[config.mk]
export PLATFORM = sky130hd
export DESIGN_NAME = lsu_riscv_flat
export DESIGN_NICKNAME = d
export VERILOG_FILES = /design/src/rtl/lsu_riscv_if.sv /design/src/rtl/lsu_riscv.sv /design/src/flat_wrapper.sv
export SDC_FILE = /design/constraint.sdc
export NUM_CORES = 1
export LEC_CHECK = 0
export CORE_ASPECT_RATIO = 0.8
export CORE_UTILIZATION = 40
export CTS_BUF_LIST = sky130_fd_sc_hd__clkbuf_8
export DETAILED_ROUTE_END_ITERATION = 8
export DONT_BUFFER_PORTS = 1
export GPL_ROUTABILITY_DRIVEN = 0
export PLACE_DENSITY_LB_ADDON = 0.15
export SETUP_SLACK_MARGIN = 0.5
export SYNTH_ARGS = -nofsm -noshare
export SYNTH_HDL_FRONTEND = slang
export SYNTH_SLANG_ARGS = --single-unit
[constraint.sdc]
create_clock -name clk_i -period 4 [get_ports clk_i]
set_input_delay 0 -clock clk_i [delete_from_list [all_inputs] [get_ports clk_i]]
set_output_delay 0 -clock clk_i [all_outputs]
set_load 0.01 [all_outputs]
[src/rtl/lsu_riscv_if.sv]
// ============================================================================
// Module      : lsu_riscv_if
// Description : Core-side request/response and data-memory port bundle for
//               the load-store unit.
// Revision    : 1.0 - initial release
// ============================================================================
`default_nettype none

interface lsu_riscv_if;
  // Core side
  logic        core_req_i;
  logic        core_we_i;
  logic [2:0]  core_size_i;
  logic [31:0] core_addr_i;
  logic [31:0] core_wd_i;
  logic        core_stall_o;
  logic [31:0] core_rd_o;
  logic        core_fault_o;
  // Memory side
  logic        mem_req_o;
  logic        mem_we_o;
  logic [3:0]  mem_be_o;
  logic [31:0] mem_addr_o;
  logic [31:0] mem_wd_o;
  logic [31:0] mem_rd_i;
  logic        mem_ready_i;

  // LSU view
  modport master (
    input  core_req_i, core_we_i, core_size_i, core_addr_i, core_wd_i,
    output core_stall_o, core_rd_o, core_fault_o,
    output mem_req_o, mem_we_o, mem_be_o, mem_addr_o, mem_wd_o,
    input  mem_rd_i, mem_ready_i
  );

  // Core + memory view
  modport slave (
    output core_req_i, core_we_i, core_size_i, core_addr_i, core_wd_i,
    input  core_stall_o, core_rd_o, core_fault_o,
    input  mem_req_o, mem_we_o, mem_be_o, mem_addr_o, mem_wd_o,
    output mem_rd_i, mem_ready_i
  );
endinterface

`default_nettype wire

[src/rtl/lsu_riscv.sv]
// ============================================================================
// Module      : lsu_riscv
// Description : Load-store unit. One aligned byte/half/word access per core
//               request over a ready-handshaked memory port; loads are sign-
//               or zero-extended, illegal accesses fault without touching
//               memory, optional BUSY timeout.
// Revision    : 1.0 - initial release
// ============================================================================
`default_nettype none

module lsu_riscv #(
  parameter int unsigned MEM_TIMEOUT = 0
) (
  input  wire logic    clk_i,
  input  wire logic    rst_i,
  lsu_riscv_if.master  bus
);

  typedef enum logic [1:0] {
    S_IDLE = 2'd0,
    S_BUSY = 2'd1,
    S_DONE = 2'd2
  } state_t;

  localparam logic [2:0] c_SZ_B  = 3'd0;
  localparam logic [2:0] c_SZ_H  = 3'd1;
  localparam logic [2:0] c_SZ_W  = 3'd2;
  localparam logic [2:0] c_SZ_BU = 3'd4;
  localparam logic [2:0] c_SZ_HU = 3'd5;

  state_t      r_state;
  state_t      w_next;
  logic        r_we;
  logic [2:0]  r_size;
  logic [1:0]  r_lo;
  logic [31:0] r_cnt;
  logic        r_mem_req;
  logic        r_mem_we;
  logic [3:0]  r_mem_be;
  logic [31:0] r_mem_addr;
  logic [31:0] r_mem_wd;
  logic [31:0] r_rd;
  logic        r_fault;

  logic        w_illegal;
  logic [3:0]  w_be;
  logic [31:0] w_wd;
  logic [31:0] w_lane;
  logic [31:0] w_rd_ext;
  logic        w_timeout;

  // Legality, byte enables and replicated store data from the live core inputs
  always_comb begin
    w_illegal = 1'b0;
    w_be      = 4'b0000;
    w_wd      = bus.core_wd_i;
    case (bus.core_size_i)
      c_SZ_B:  w_illegal = 1'b0;
      c_SZ_H:  w_illegal = bus.core_addr_i[0];
      c_SZ_W:  w_illegal = (bus.core_addr_i[1:0] != 2'b00);
      c_SZ_BU: w_illegal = bus.core_we_i;
      c_SZ_HU: w_illegal = bus.core_we_i | bus.core_addr_i[0];
      default: w_illegal = 1'b1;
    endcase
    // BU/HU share the lane pattern of B/H, so decode on the low two bits
    case (bus.core_size_i[1:0])
      2'd0: begin
        w_be = 4'b0001 << bus.core_addr_i[1:0];
        w_wd = {4{bus.core_wd_i[7:0]}};
      end
      2'd1: begin
        w_be = 4'b0011 << bus.core_addr_i[1:0];
        w_wd = {2{bus.core_wd_i[15:0]}};
      end
      2'd2: begin
        w_be = 4'b1111;
        w_wd = bus.core_wd_i;
      end
      default: begin
        w_be = 4'b0000;
        w_wd = bus.core_wd_i;
      end
    endcase
  end

  // Lane selection and extension of the returned word using the latched offset
  always_comb begin
    w_lane = bus.mem_rd_i >> {r_lo, 3'b000};
    case (r_size)
      c_SZ_B:  w_rd_ext = {{24{w_lane[7]}}, w_lane[7:0]};
      c_SZ_H:  w_rd_ext = {{16{w_lane[15]}}, w_lane[15:0]};
      c_SZ_BU: w_rd_ext = {24'h0, w_lane[7:0]};
      c_SZ_HU: w_rd_ext = {16'h0, w_lane[15:0]};
      default: w_rd_ext = bus.mem_rd_i;
    endcase
  end

  // Timeout fires in the MEM_TIMEOUT-th BUSY cycle; counter is 0 in the first
  assign w_timeout = (MEM_TIMEOUT != 0) && (r_cnt == 32'(MEM_TIMEOUT - 1));

  // State register
  always_ff @(posedge clk_i or posedge rst_i) begin
    if (rst_i) r_state <= S_IDLE;
    else       r_state <= w_next;
  end

  // Next-state logic; ready takes priority over timeout
  always_comb begin
    w_next = r_state;
    case (r_state)
      S_IDLE: if (bus.core_req_i) w_next = w_illegal ? S_DONE : S_BUSY;
      S_BUSY: if (bus.mem_ready_i || w_timeout) w_next = S_DONE;
      S_DONE: w_next = S_IDLE;
      default: w_next = S_IDLE;
    endcase
  end

  // Request latching, memory port drive and load/fault result capture
  always_ff @(posedge clk_i or posedge rst_i) begin
    if (rst_i) begin
      r_we       <= 1'b0;
      r_size     <= 3'd0;
      r_lo       <= 2'd0;
      r_cnt      <= 32'd0;
      r_mem_req  <= 1'b0;
      r_mem_we   <= 1'b0;
      r_mem_be   <= 4'b0000;
      r_mem_addr <= 32'h0;
      r_mem_wd   <= 32'h0;
      r_rd       <= 32'h0;
      r_fault    <= 1'b0;
    end else begin
      case (r_state)
        S_IDLE: begin
          if (bus.core_req_i) begin
            r_we       <= bus.core_we_i;
            r_size     <= bus.core_size_i;
            r_lo       <= bus.core_addr_i[1:0];
            r_cnt      <= 32'd0;
            r_mem_we   <= bus.core_we_i;
            r_mem_be   <= w_be;
            r_mem_addr <= {bus.core_addr_i[31:2], 2'b00};
            r_mem_wd   <= w_wd;
            if (w_illegal) begin
              r_mem_req <= 1'b0;
              r_fault   <= 1'b1;
              r_rd      <= 32'h0;
            end else begin
              r_mem_req <= 1'b1;
              r_fault   <= 1'b0;
            end
          end
        end
        S_BUSY: begin
          if (bus.mem_ready_i) begin
            r_mem_req <= 1'b0;
            r_fault   <= 1'b0;
            if (!r_we) r_rd <= w_rd_ext;
          end else if (w_timeout) begin
            r_mem_req <= 1'b0;
            r_fault   <= 1'b1;
          end else begin
            r_cnt <= r_cnt + 32'd1;
          end
        end
        S_DONE: r_fault <= 1'b0;
        default: r_mem_req <= 1'b0;
      endcase
    end
  end

  assign bus.core_stall_o = bus.core_req_i & (r_state != S_DONE);
  assign bus.core_rd_o    = r_rd;
  assign bus.core_fault_o = r_fault;
  assign bus.mem_req_o    = r_mem_req;
  assign bus.mem_we_o     = r_mem_we;
  assign bus.mem_be_o     = r_mem_be;
  assign bus.mem_addr_o   = r_mem_addr;
  assign bus.mem_wd_o     = r_mem_wd;

endmodule

`default_nettype wire

[src/flat_wrapper.sv]
// flat-port wrapper written by rule: the top's interface ports become plain ports
module lsu_riscv_flat 
#(
  parameter int unsigned MEM_TIMEOUT = 0
)
  (clk_i, rst_i, bus_core_req_i, bus_core_we_i, bus_core_size_i, bus_core_addr_i, bus_core_wd_i, bus_core_stall_o, bus_core_rd_o, bus_core_fault_o, bus_mem_req_o, bus_mem_we_o, bus_mem_be_o, bus_mem_addr_o, bus_mem_wd_o, bus_mem_rd_i, bus_mem_ready_i);
  lsu_riscv_if bus_i ();
  input  wire logic clk_i;
  input  wire logic rst_i;
  input wire logic [$bits(bus_i.core_req_i)-1:0] bus_core_req_i;
  input wire logic [$bits(bus_i.core_we_i)-1:0] bus_core_we_i;
  input wire logic [$bits(bus_i.core_size_i)-1:0] bus_core_size_i;
  input wire logic [$bits(bus_i.core_addr_i)-1:0] bus_core_addr_i;
  input wire logic [$bits(bus_i.core_wd_i)-1:0] bus_core_wd_i;
  output wire logic [$bits(bus_i.core_stall_o)-1:0] bus_core_stall_o;
  output wire logic [$bits(bus_i.core_rd_o)-1:0] bus_core_rd_o;
  output wire logic [$bits(bus_i.core_fault_o)-1:0] bus_core_fault_o;
  output wire logic [$bits(bus_i.mem_req_o)-1:0] bus_mem_req_o;
  output wire logic [$bits(bus_i.mem_we_o)-1:0] bus_mem_we_o;
  output wire logic [$bits(bus_i.mem_be_o)-1:0] bus_mem_be_o;
  output wire logic [$bits(bus_i.mem_addr_o)-1:0] bus_mem_addr_o;
  output wire logic [$bits(bus_i.mem_wd_o)-1:0] bus_mem_wd_o;
  input wire logic [$bits(bus_i.mem_rd_i)-1:0] bus_mem_rd_i;
  input wire logic [$bits(bus_i.mem_ready_i)-1:0] bus_mem_ready_i;
  assign bus_i.core_req_i = bus_core_req_i;
  assign bus_i.core_we_i = bus_core_we_i;
  assign bus_i.core_size_i = bus_core_size_i;
  assign bus_i.core_addr_i = bus_core_addr_i;
  assign bus_i.core_wd_i = bus_core_wd_i;
  assign bus_core_stall_o = bus_i.core_stall_o;
  assign bus_core_rd_o = bus_i.core_rd_o;
  assign bus_core_fault_o = bus_i.core_fault_o;
  assign bus_mem_req_o = bus_i.mem_req_o;
  assign bus_mem_we_o = bus_i.mem_we_o;
  assign bus_mem_be_o = bus_i.mem_be_o;
  assign bus_mem_addr_o = bus_i.mem_addr_o;
  assign bus_mem_wd_o = bus_i.mem_wd_o;
  assign bus_i.mem_rd_i = bus_mem_rd_i;
  assign bus_i.mem_ready_i = bus_mem_ready_i;
  lsu_riscv #(.MEM_TIMEOUT(MEM_TIMEOUT)) u_core (.clk_i(clk_i), .rst_i(rst_i), .bus(bus_i));
endmodule
==> impl_metrics.ini <==
[grt]
antenna_found_initial = 0
grt_usage = 0.215
grt_pass1_wl_um = 21500
grt_pass1_vias = 3965
overflow = 0
grt_start_max_net_pins = 101

[yosys]
synth_cell_types = 42
syn_area_per_cell_um2 = 11.8
synth_mux_area_frac = 0.168
syn-cell-area_mm2 = 0.00513
synth_simple_gate_area_frac = 0.0784
synth-seq-cells = 108
synthXorXnorAreaFrac = 0
synth-compound-area-share = 0.176
synth_edf_count = 0
synth_fa_ha_area_frac = 0.00976
ys.flop_type = dfrtp_1
seq_area_frac_synth = 0.527
synth_top_family_by_area = compound AO/OA/AOI/OAI gates
async_reset_ff_frac = 1.00
yosysWarnings = 0
postSynthCellCount = 434

[setup_path]
r2r-start = u_core.r_lo[1]$_DFFE_PP0P_
cp_max_fo = 21
path_class = flip-flop to flip-flop
crit_required_ps = 4280
r2r_cells = 5
end_kind = flip-flop
r2r-end = u_core.bus.core_rd_o[15]$_DFFE_PP0P_
r2r_slack_ps = 1250
start_kind = flip-flop
cp.arrival_ps = 3020

[routing]
drcViolationCount = 0
vias = 3820
drtIter0Drc = 148
routed_wl_um = 14000
firstDrtPassIters = 5
wire_per_inst_um = 19.9
ant_nets = 0
vias_per_cell = 5.46

[clock_network]
cts.clk_slew.worst_paths_ps = 110
h-tree-depth = 3
clockBufferDepth = 2
root_buffer = clkbuf_8
post_cts_buffers = 0
clk_latency_ps = 400
clock-sinks = 108
cts_resized = 0
cts_tree = yes
ctsHoldBuffers = 108
cts_buffers = 9

[sta]
final.setup.worst_slack_ps = 1250
setup_viol = 0
fin_skew_ps = 14.7
fmax_mhz = 364
whs_ps = 46.6
rsz0062_at_grt = false
slew_viol_final = 0
period_share = 0.687
fin_setup_tns_ps = 0
period_needed_ps = 2750
final_hold_viol_count = 0
tightest_slew_ps = 1200
maxSlewHeadroom = 0.198

[hold_path]
worstHoldPathCells = 3
hp-class = primary input to flip-flop
hp-start = bus_core_size_i[2]
hold-path-endpoint = u_core.r_state[1]$_DFFE_PP0P_

[pwr]
ir_drop_uv = 512
power_frac_clock = 0.164
pwr_density_cell_mw_per_mm2 = 659
total_power_w = 0.00426
p_int_w = 0.00250
power.net_switching_w = 0.00176
comb_power_share = 0.330
p_seq_frac = 0.506
swShare = 0.413
leakage_nw = 2.78

[final_layout]
design_area_mm2 = 0.00647
num_antenna_cells = 0
layout-drive-gt1-share = 0.147
syn_to_final_growth_pct = 26.3
mostFrequentLayoutCells = dlygate4sd3_1 (108), dfrtp_1 (108), mux2_2 (43), nor2_1 (35), mux2i_1 (35)
nets = 632

[floorplan]
initial_core_util = 0.415
ioPinCount = 208
core_area_mm2 = 0.0123
rows = 36
die_h_um = 103
die_area_mm2 = 0.0133
die-width_um = 129

[placement]
place_worst_setup_slack_ps = 1630
dp_hpwl_um = 8500
placedInstanceArea_mm2 = 0.00519
portBuffers = 0

[flow_run]
drv_cap = 0

[outcome]
status = complete, no violations
-- worst max-delay path by stage --
stage                                      start                              endpoint  slack [ps]  cells past startpoint
floorplan                                  rst_i   u_core.bus.core_fault_o$_DFFE_PP0P_        1150                      1
global placement    u_core.r_size[1]$_DFFE_PP0P_  u_core.bus.core_rd_o[16]$_DFFE_PP0P_        1710                      5
detailed placement  u_core.r_size[1]$_DFFE_PP0P_  u_core.bus.core_rd_o[29]$_DFFE_PP0P_        1630                      5
CTS                   u_core.r_lo[1]$_DFFE_PP0P_  u_core.bus.core_rd_o[15]$_DFFE_PP0P_        1290                      5
global route          u_core.r_lo[1]$_DFFE_PP0P_  u_core.bus.core_rd_o[15]$_DFFE_PP0P_        1110                      5
finish                u_core.r_lo[1]$_DFFE_PP0P_  u_core.bus.core_rd_o[15]$_DFFE_PP0P_        1250                      5
-- power by group through the flow --
| stage | clock (W) | sequential (W) | combinational [W] |
|---|---|---|---|
| floorplan | 0 | 0.00197 | 0.00122 |
| global placement | 0 | 0.00217 | 0.00125 |
| detailed placement | 0 | 0.00217 | 0.00129 |
| CTS | 0.000724 | 0.00215 | 0.00140 |
| global route | 0.000765 | 0.00222 | 0.00157 |
| finish | 0.000699 | 0.00216 | 0.00141 |
-- final cells by class --
type | count | area [um2]
fill | 1101 | 5870
sequential | 108 | 2700
multi-input combinational | 287 | 2230
timing repair buffer | 110 | 1100
tap | 171 | 214
clock buffer | 9 | 124
clock inverter | 7 | 76.3
inverter | 8 | 32.5
-- registers in the layout, summed over array words and instances, names as in the netlist --
register	cells
u_core.bus.mem_be_o	4
u_core.bus.mem_wd_o	32
u_core.bus.core_fault_o	1
u_core.r_size	3
u_core.bus.mem_addr_o	30
u_core.bus.core_rd_o	32
u_core.r_lo	2
u_core.r_state	2
u_core.bus.mem_we_o	1
u_core.bus.mem_req_o	1
-- metal layers --
layer	up-vias	global-route usage	wire length, um
met5	-	0	0
met4	0	0.0643	267
met3	20	0.0936	1320
met2	183	0.333	6410
met1	1863	0.273	5970
li1	1754	-	-
-- metrics by stage --
| step | utilization | cells |
|---|---|---|
| after detailed placement | 0.421 | 576 |
| after global placement | 0.421 | 576 |
| after CTS | 0.525 | 700 |
| after global routing | 0.525 | 700 |
| after floorplan | - | 435 |
| final | 0.525 | 700 |
-- critical path: stages (launching register included) --
cell	delay [ps]
dfrtp_1	870
mux4_1	680
a21o_1	300
a21oi_1	170
o2bb2ai_1	70
dlygate4sd3_1	550
-- synthesized netlist by cell type, types with 4 or more instances --
master	number	area (um2)
o211ai_1	7	52.6
o2bb2ai_2	10	150
a2bb2oi_1	7	61.3
o21ai_0	32	160
inv_1	7	26.3
nand3b_1	7	52.6
nor2_1	35	131
a22oi_1	7	52.6
dfrtp_1	108	2700
mux2_2	43	484
o22ai_1	7	43.8
o2bb2ai_1	22	193
nand2_1	33	124
clkbuf_1	21	78.8
ha_1	4	50.1
a21oi_1	13	65.1
mux2i_1	35	350
buf_6	6	67.6
-- cells by family (layout without fill, tap and decap cells) --
logic type      after synthesis  after routing
compound gates              117            117
flops                       108            108
simple gates                 85             85
mux                          79             79
buf+inv                      40            134
fa+ha+maj                     4              4
other cells                   1              2
No activity file was read; power rests on OpenSTA's default activity.
